===== src/rtl/rr_arbiter4.sv =====
// ---------------------------------------------------------------------------
// rr_arbiter4 - four-requester round-robin arbiter with a hold limit.
//
// Shares one resource among requesters 0..3. The winning index is
// registered in grant_id_q and then decoded to a one-hot grant vector. So
// there is no combinational path from req to grant. A hold counter bounds
// how long one owner may keep the grant when HOLD_MAX is non-zero.
//
// Handshake: req[i] is a level request. Requester i owns the resource for
// every cycle in which grant[i]=1. It releases the resource by dropping
// req[i], and its grant[i] clears after the edge that samples req[i] low.
// enable only gates new arbitration and never takes away an active grant.
//
// Parameters:
//   HOLD_MAX  maximum consecutive cycles per grant (0..255, 0 = unlimited)
// Ports:
//   clk       clock, rising-edge active
//   rst       asynchronous active-high reset
//   enable    permits new arbitration
//   req[3:0]  level requests
//   grant     one-hot grant; all-zero when not busy
//   grant_id  index of the current or most recent owner
//   busy      1 while a grant is active (exposes the FSM state)
// ---------------------------------------------------------------------------
module rr_arbiter4 #(
    parameter int HOLD_MAX = 16
) (
    input  logic       clk,
    input  logic       rst,
    input  logic       enable,
    input  logic [3:0] req,
    output logic [3:0] grant,
    output logic [1:0] grant_id,
    output logic       busy
);

    typedef enum logic {
        IDLE  = 1'b0,
        GRANT = 1'b1
    } state_t;

    localparam logic [7:0] HOLD_LIM = 8'(HOLD_MAX);

    state_t     state_q, state_d;
    logic [1:0] ptr_q, ptr_d;
    logic [1:0] grant_id_q, grant_id_d;
    logic [7:0] cnt_q, cnt_d;

    logic       release_now;
    logic [1:0] next_ptr;
    logic [1:0] win_cur;
    logic [1:0] win_next;

    // First requester at or after p, in the scan order p, p+1, p+2, p+3 mod 4.
    // The loop runs downwards so that the closest match is the one kept.
    function automatic logic [1:0] pick(input logic [3:0] r, input logic [1:0] p);
        logic [1:0] idx;
        logic [1:0] res;
        res = p;
        for (int i = 3; i >= 0; i--) begin
            idx = p + 2'(i);
            if (r[idx]) begin
                res = idx;
            end
        end
        return res;
    endfunction

    always_comb begin
        state_d    = state_q;
        ptr_d      = ptr_q;
        grant_id_d = grant_id_q;
        cnt_d      = cnt_q;

        release_now = !req[grant_id_q] || ((HOLD_MAX != 0) && (cnt_q == HOLD_LIM));
        next_ptr    = grant_id_q + 2'd1;
        win_cur     = pick(req, ptr_q);
        // Re-arbitration on release uses the pointer that is being written on
        // that same edge. So the releasing owner is scanned last.
        win_next    = pick(req, next_ptr);

        case (state_q)
            IDLE: begin
                if (enable && (req != 4'b0000)) begin
                    state_d    = GRANT;
                    grant_id_d = win_cur;
                    cnt_d      = 8'd1;
                end
            end
            GRANT: begin
                if (!release_now) begin
                    if (cnt_q != 8'hFF) begin
                        cnt_d = cnt_q + 8'd1;
                    end
                end else begin
                    ptr_d = next_ptr;
                    if (enable && (req != 4'b0000)) begin
                        // Direct hand-over: there is no idle cycle between owners.
                        grant_id_d = win_next;
                        cnt_d      = 8'd1;
                    end else begin
                        state_d = IDLE;
                        cnt_d   = 8'd0;
                    end
                end
            end
            default: begin
                state_d = IDLE;
            end
        endcase
    end

    always_ff @(posedge clk or posedge rst) begin
        if (rst) begin
            state_q    <= IDLE;
            ptr_q      <= 2'd0;
            grant_id_q <= 2'd0;
            cnt_q      <= 8'd0;
        end else begin
            state_q    <= state_d;
            ptr_q      <= ptr_d;
            grant_id_q <= grant_id_d;
            cnt_q      <= cnt_d;
        end
    end

    // The outputs decode directly from registers. The grant is therefore
    // one-hot or zero by construction.
    assign busy     = (state_q == GRANT);
    assign grant_id = grant_id_q;
    assign grant    = busy ? (4'b0001 << grant_id_q) : 4'b0000;

endmodule


===== config.mk =====
export PLATFORM = sky130hd
export DESIGN_NAME = rr_arbiter4
export DESIGN_NICKNAME = d
export VERILOG_FILES = /design/src/rtl/rr_arbiter4.sv
export SDC_FILE = /design/constraint.sdc
export NUM_CORES = 1
export LEC_CHECK = 0
export BUFFER_PORTS_ARGS = -buffer_cell sky130_fd_sc_hd__buf_2
export CORE_MARGIN = 2
export CORE_UTILIZATION = 50
export CTS_BUF_LIST = sky130_fd_sc_hd__clkbuf_8
export DETAILED_ROUTE_END_ITERATION = 8
export PLACE_DENSITY = 0.76
export REMOVE_ABC_BUFFERS = 1
export SYNTH_ARGS = -nofsm -noshare
export SYNTH_HDL_FRONTEND = slang
export SYNTH_SLANG_ARGS = --single-unit

===== constraint.sdc =====
create_clock -name clk -period 3.4 [get_ports clk]
set_input_delay 0.68 -clock clk [delete_from_list [all_inputs] [get_ports clk]]
set_output_delay 0.68 -clock clk [all_outputs]
set_load 0.01 [all_outputs]

==> results of run 1 <==
==> area by class of cell <==
| cell class | count | area share (%) |
|---|---|---|
| Multi-Input combinational cell | 92 | 56.5 |
| Clock inverter | 1 | 0.435 |
| Tap cell | 27 | 2.93 |
| Inverter | 8 | 2.61 |
| Sequential cell | 13 | 28.3 |
| Clock buffer | 3 | 3.59 |
| Timing Repair Buffer | 13 | 5.65 |
==> metrics by stage <==
step           hold WS, ns  cell area (µm²)  cells  utilization, %  worst slack, ns
2_1_floorplan        0.469             1010    113               -             1.49
3_3_place_gp         0.501             1100    153            56.3             1.20
3_5_place_dp         0.506             1100    153            56.3             1.15
4_1_cts              0.471             1150    157            58.7             1.29
5_1_grt              0.514             1150    157            58.7             1.15
6_report             0.455             1150    157            58.7             1.26
==> cell usage in the layout, fill, tap and decap left out, types with 2 or more instances in the layout <==
cell type / instances
and2_1: 4
nand2_1: 12
nand2b_1: 3
a22oi_1: 2
and3_1: 2
a21oi_1: 12
buf_2: 13
inv_1: 7
o21ai_1: 6
nand3_1: 4
a41oi_1: 2
a21oi_2: 3
nor2_1: 5
o31ai_1: 2
ha_1: 6
dfrtp_1: 13
clkbuf_8: 3
nor3b_1: 3
a2111oi_0: 2
o21ai_0: 6
==> cell families (layout without fill, tap and decap cells) <==
kind of cell,count (synthesis),in the layout,share of synthesized area (%)
AO/OA/AOI/OAI,44,44,29.3
AND/OR/NAND/NOR,40,40,22.3
buffers and inverters,16,25,7.03
flip-flops,13,13,31.0
adder cells (fa/ha/maj),6,6,7.15
multiplexers,2,2,3.22
==> power by group <==
part / switching (mW) / total, mW / internal [mW] / leakage (nW)
Combinational: 0.229 / 0.409 / 0.180 / 0.323
Sequential: 0.0813 / 0.279 / 0.198 / 0.165
Clock: 0.0562 / 0.137 / 0.0809 / 0.0255
Total: 0.367 / 0.825 / 0.459 / 0.514
==> critical path, cell delays in order (launching register included) <==
cell	delay (ns)
dfrtp_1	0.54
inv_1	0.11
ha_1	0.44
a21oi_1	0.11
a31o_2	0.21
o311ai_0	0.49
a21oi_2	0.10
==> layer usage <==
metal	wire [µm]	vias to the layer above	global-route usage [%]
li1	-	460	-
met1	973	471	26.1
met2	1160	22	33.3
met3	96	4	3.33
met4	25	0	7.41
met5	0	-	0
==> flip-flops by register name, summed over array words and instances (netlist names) <==
signal	count
busy	1
cnt_q	8
grant_id	2
ptr_q	2
==> worst max-delay path by stage <==
stage                                          to  slack, ns  depth (start not counted)
final                     grant_id[0]$_DFFE_PP0P_       1.26                          6
after global routing      grant_id[0]$_DFFE_PP0P_       1.15                          6
after CTS                 grant_id[0]$_DFFE_PP0P_       1.29                          6
after detailed placement     cnt_q[4]$_DFFE_PP0P_       1.15                          5
after global placement       cnt_q[4]$_DFFE_PP0P_       1.20                          5
after floorplan              cnt_q[4]$_DFFE_PP0P_       1.49                          4
==> impl_metrics.ini, run 1 <==
[outcome]
status = finished clean

[placement]
routabilityCongestion = 0.872
port_buffers = 13
dp.final_hpwl_mm = 1.68

[timing]
finalHoldViolations = 0
fmax_mhz = 468
period_share_pct = 62.8
fin_crit_ns = 2.14
finalSetupViolations = 0
tightest_slew_ns = 0.515
clock_skew_ns = 0.000956
final.setup.tns_ns = 0
slew_headroom_pct = 64.8
report.final.slew_viol_count = 0
rsz0062_at_grt = false

[synthesis]
synthCells = 121
synthTopCellsByArea = dfrtp_1 31%, ha_1 7.2%, a21oi_1 5.7%
avgSynthCellArea_um2 = 8.68
ys_seq_elements = 13
yosysTopAreaCellShare_pct = 31.0
yosysSeqAreaShare_pct = 31.0
yosysUniqueCellTypes = 40
netlist_area_um2 = 1050
ys.warnings.count = 0
async_flop_share_pct = 100
synth_enable_flop_cells = 0
synth_most_common_cell = dfrtp_1
synth_common_cells = 13 x dfrtp_1, 12 x a21oi_1, 12 x nand2_1
yosys.area.top_type = dfrtp_1
synth_ff_type = dfrtp_1

[detailed_routing]
drc = 0
wirelength_mm = 2.26
drt-pass1-iter-count = 4
wl_per_cell_um = 14.4
avgViaCountPerCell = 6.10
ant_nets = 0
via_count = 957
drt_iter0_markers = 40

[clock_network]
cts_root_buffer = clkbuf_8
numCtsBuffers = 3
path_clk_slew_ns = 0.06
cts_setup_buffers = 0
ctsHoldBuffers = 0
ctsHtreeMaxLevel = 1
cts_resized = 0
clk-insertion-delay-late_ns = 0.24
cts_tree = done
clk_path_buf_depth = 2
numClockSinks = 13

[pwr]
vdd_drop_max_mv = 0.497
total_power_mw = 0.825
power_leakage_nw = 0.514
power_density_nw_per_um2 = 717

[die]
die_h_um = 49.8
pin_count = 14
initial_utilization_pct = 53.5
core_region_area_um2 = 1960
chipWidth_um = 49.8
dieArea_um2 = 2480
rows = 16

[finish]
nets = 144
drive_above_1_share_pct = 20.8
fillers = 190
register_area_um2 = 325
antenna_cells = 0
syn2layout_area_growth_pct = 9.65
multiInputGateArea_um2 = 651

[global_routing]
overflow = 0
grt_pass1_wl_mm = 3.89
grt_antenna_before_repair = 0
grt_pass1_vias = 896
grt_start_max_net_pins = 17
grtUsageTotal_pct = 20.1

[job]
drv_cap = 0

[worst_hold_path]
hold_path_class = in2async

[worst_setup_path]
rrSetupSlack_ns = 1.26
end_kind = flop
start_kind = flop
crit_required_ns = 3.51
r2r-start = grant_id[0]$_DFFE_PP0P_
crit_path_start = grant_id[0]$_DFFE_PP0P_
reg2reg_depth = 6
r2r_end = grant_id[0]$_DFFE_PP0P_
cp_max_fo = 10
crit_type = reg2reg
crit_arrival_ns = 2.25
No activity file was read; power rests on OpenSTA's default activity.
==> run 2, diff against run 1 <==
--- a/config.mk
+++ b/config.mk
@@ -10,7 +10,7 @@
 export CORE_UTILIZATION = 50
 export CTS_BUF_LIST = sky130_fd_sc_hd__clkbuf_8
 export DETAILED_ROUTE_END_ITERATION = 8
-export PLACE_DENSITY = 0.76
+export PLACE_DENSITY = 0.78
 export REMOVE_ABC_BUFFERS = 1
 export SYNTH_ARGS = -nofsm -noshare
 export SYNTH_HDL_FRONTEND = slang
==> constraint.sdc (replaced) <==
create_clock -name clk -period 1.8 [get_ports clk]
set_input_delay 0.36 -clock clk [delete_from_list [all_inputs] [get_ports clk]]
set_output_delay 0.36 -clock clk [all_outputs]
set_load 0.01 [all_outputs]
==> impl_metrics.ini, run 2 (synthesis results as in run 1) <==
[worst_setup_path]
r2r_end = cnt_q[5]$_DFFE_PP0P_
cp_slowest_cell = or4b_4
cp_max_fo = 5
rrSetupSlack_ns = -0.05
crit_arrival_ns = 1.97
crit_buf_inv = 2
start_kind = flop
r2r-start = cnt_q[1]$_DFFE_PP0P_
crit_type = reg2reg
cpPeakStageDelay_ns = 0.49
end_kind = flop
crit_end = cnt_q[5]$_DFFE_PP0P_
crit_required_ns = 1.92
path_cells = inv_1 -> ha_1 -> or4b_4 -> o211ai_1 -> buf_4 -> a21oi_1 -> o21ai_1 -> o31ai_1
reg2reg_depth = 8
worst-path-stages = 8
path_delay_family = simple AND/OR/NAND/NOR gates
crit_path_start = cnt_q[1]$_DFFE_PP0P_

[die]
dieArea_um2 = 2480
rows = 16
core_region_area_um2 = 1960
initial_utilization_pct = 53.5
die_h_um = 49.8
chipWidth_um = 49.8
pin_count = 14

[timing]
report.final.slew_viol_count = 0
finalHoldViolations = 0
slew_headroom_pct = 66.9
finalSetupViolations = 2
fmax_mhz = 541
period_share_pct = 103
clock_skew_ns = 0.000866
tightest_slew_ns = 0.495
rsz0062_at_grt = true
fin_crit_ns = 1.85
setup_ws_ns = -0.0481

[detailed_routing]
wl_per_cell_um = 14.3
drt-pass1-iter-count = 4
via_count = 1055
drc = 0
drt_iter0_markers = 23
ant_nets = 0
avgViaCountPerCell = 5.86
wirelength_mm = 2.58

[finish]
mostFrequentLayoutCells = 23 x buf_4, 13 x dfrtp_1, 13 x buf_2
design_area_um2 = 1340
multiInputGateArea_um2 = 669
fillers = 158
syn2layout_area_growth_pct = 27.8
antenna_cells = 0
drive_above_1_share_pct = 34.0
largest_reg_flops = 8
register_area_um2 = 325
layout_commonest_cell = buf_4
final_cells = 180
regMostFlops = cnt_q
nets = 167

[pwr]
share_comb_of_total_power_pct = 63.1
seqPwrFrac_pct = 23.5
internal_power_mw = 1.12
p_clk_share_pct = 13.4
power_leakage_nw = 0.626
vdd_drop_max_mv = 0.969
p_sw_share_pct = 41.0
power_density_nw_per_um2 = 1420
p_sw_mw = 0.778

[global_routing]
grt_antenna_before_repair = 0
grt_start_max_net_pins = 14
overflow = 0
grt_pass1_vias = 918
grtUsageTotal_pct = 21.7
grt_pass1_wl_mm = 4.08

[placement]
port_buffers = 13
place_ws_ns = -0.0686
routabilityCongestion = 0.930
place_area_um2 = 1250
placedCellCount = 172
dp.final_hpwl_mm = 1.78

[clock_network]
cts_root_buffer = clkbuf_8
ctsHtreeMaxLevel = 1
clk-insertion-delay-late_ns = 0.24
numClockSinks = 13
cts_tree = done
path_clk_slew_ns = 0.05
clk_path_buf_depth = 2
numCtsBuffers = 3

[outcome]
violations = setup timing
status = complete, but fails checks

[worst_hold_path]
hold_path_class = in2async

[job]
drv_cap = 0
run 2: cell type report:
type                       instances  share of cell area (%)
sequential                        13                    24.3
timing repair buffer              36                    17.7
clock buffer                       3                    3.08
inverter                           8                    2.24
clock inverter                     1                   0.280
tap                               27                    2.52
multi-input combinational         92                    49.9
run 2: through the flow:
stage          utilization [%]  power, mW  hold WS (ns)  setup TNS [ns]
2_1_floorplan                -       1.06         0.237         -0.0609
3_3_place_gp              63.6       1.47         0.397         -0.0265
3_5_place_dp              63.6       1.51         0.408          -0.192
4_1_cts                   66.7       1.82         0.149         -0.0654
5_1_grt                   68.4       2.05         0.190          -0.458
6_report                  68.4       1.90         0.129         -0.0955
run 2: how the worst min path moves through the flow:
stage | end | slack [ns] | depth (start not counted)
2_1_floorplan | busy$_DFF_PP0_ | 0.24 | 1
3_3_place_gp | cnt_q[5]$_DFFE_PP0P_ | 0.40 | 2
3_5_place_dp | cnt_q[7]$_DFFE_PP0P_ | 0.41 | 2
4_1_cts | grant_id[0]$_DFFE_PP0P_ | 0.15 | 2
5_1_grt | cnt_q[7]$_DFFE_PP0P_ | 0.19 | 2
6_report | grant_id[1]$_DFFE_PP0P_ | 0.13 | 2
run 2: power by group through the flow:
stage / Sequential (mW) / Clock (mW) / Combinational [mW]
2_1_floorplan: 0.499 / 0 / 0.557
3_3_place_gp: 0.441 / 0 / 1.03
3_5_place_dp: 0.445 / 0 / 1.06
4_1_cts: 0.441 / 0.259 / 1.12
5_1_grt: 0.459 / 0.276 / 1.31
6_report: 0.447 / 0.255 / 1.20
run 2: worst register-to-register path, stage by stage, from the launching register on:
cell and delay (ns):
dfrtp_1 0.38, inv_1 0.06, ha_1 0.13, or4b_4 0.49
o211ai_1 0.21, buf_4 0.17, a21oi_1 0.05, o21ai_1 0.14
o31ai_1 0.09
run 2: per-layer routing:
| metal | global-route usage [%] | up-vias | share of wire, % |
|---|---|---|---|
| li1 | - | 507 | - |
| met1 | 28.7 | 495 | 43 |
| met2 | 35.6 | 45 | 48 |
| met3 | 5.15 | 8 | 6.3 |
| met4 | 5.56 | 0 | 1.9 |
| met5 | 0 | - | 0 |
run 2: timing repair:
action / 4_1_cts / 5_1_grt
setup buffers: 2 / 2
pin swaps: 3 / 3
resized for setup: 2 / 6
hold buffers: 0 / 0
hold endpoints to repair: 0 / 0
endpoints found under the setup margin: 8 / 9
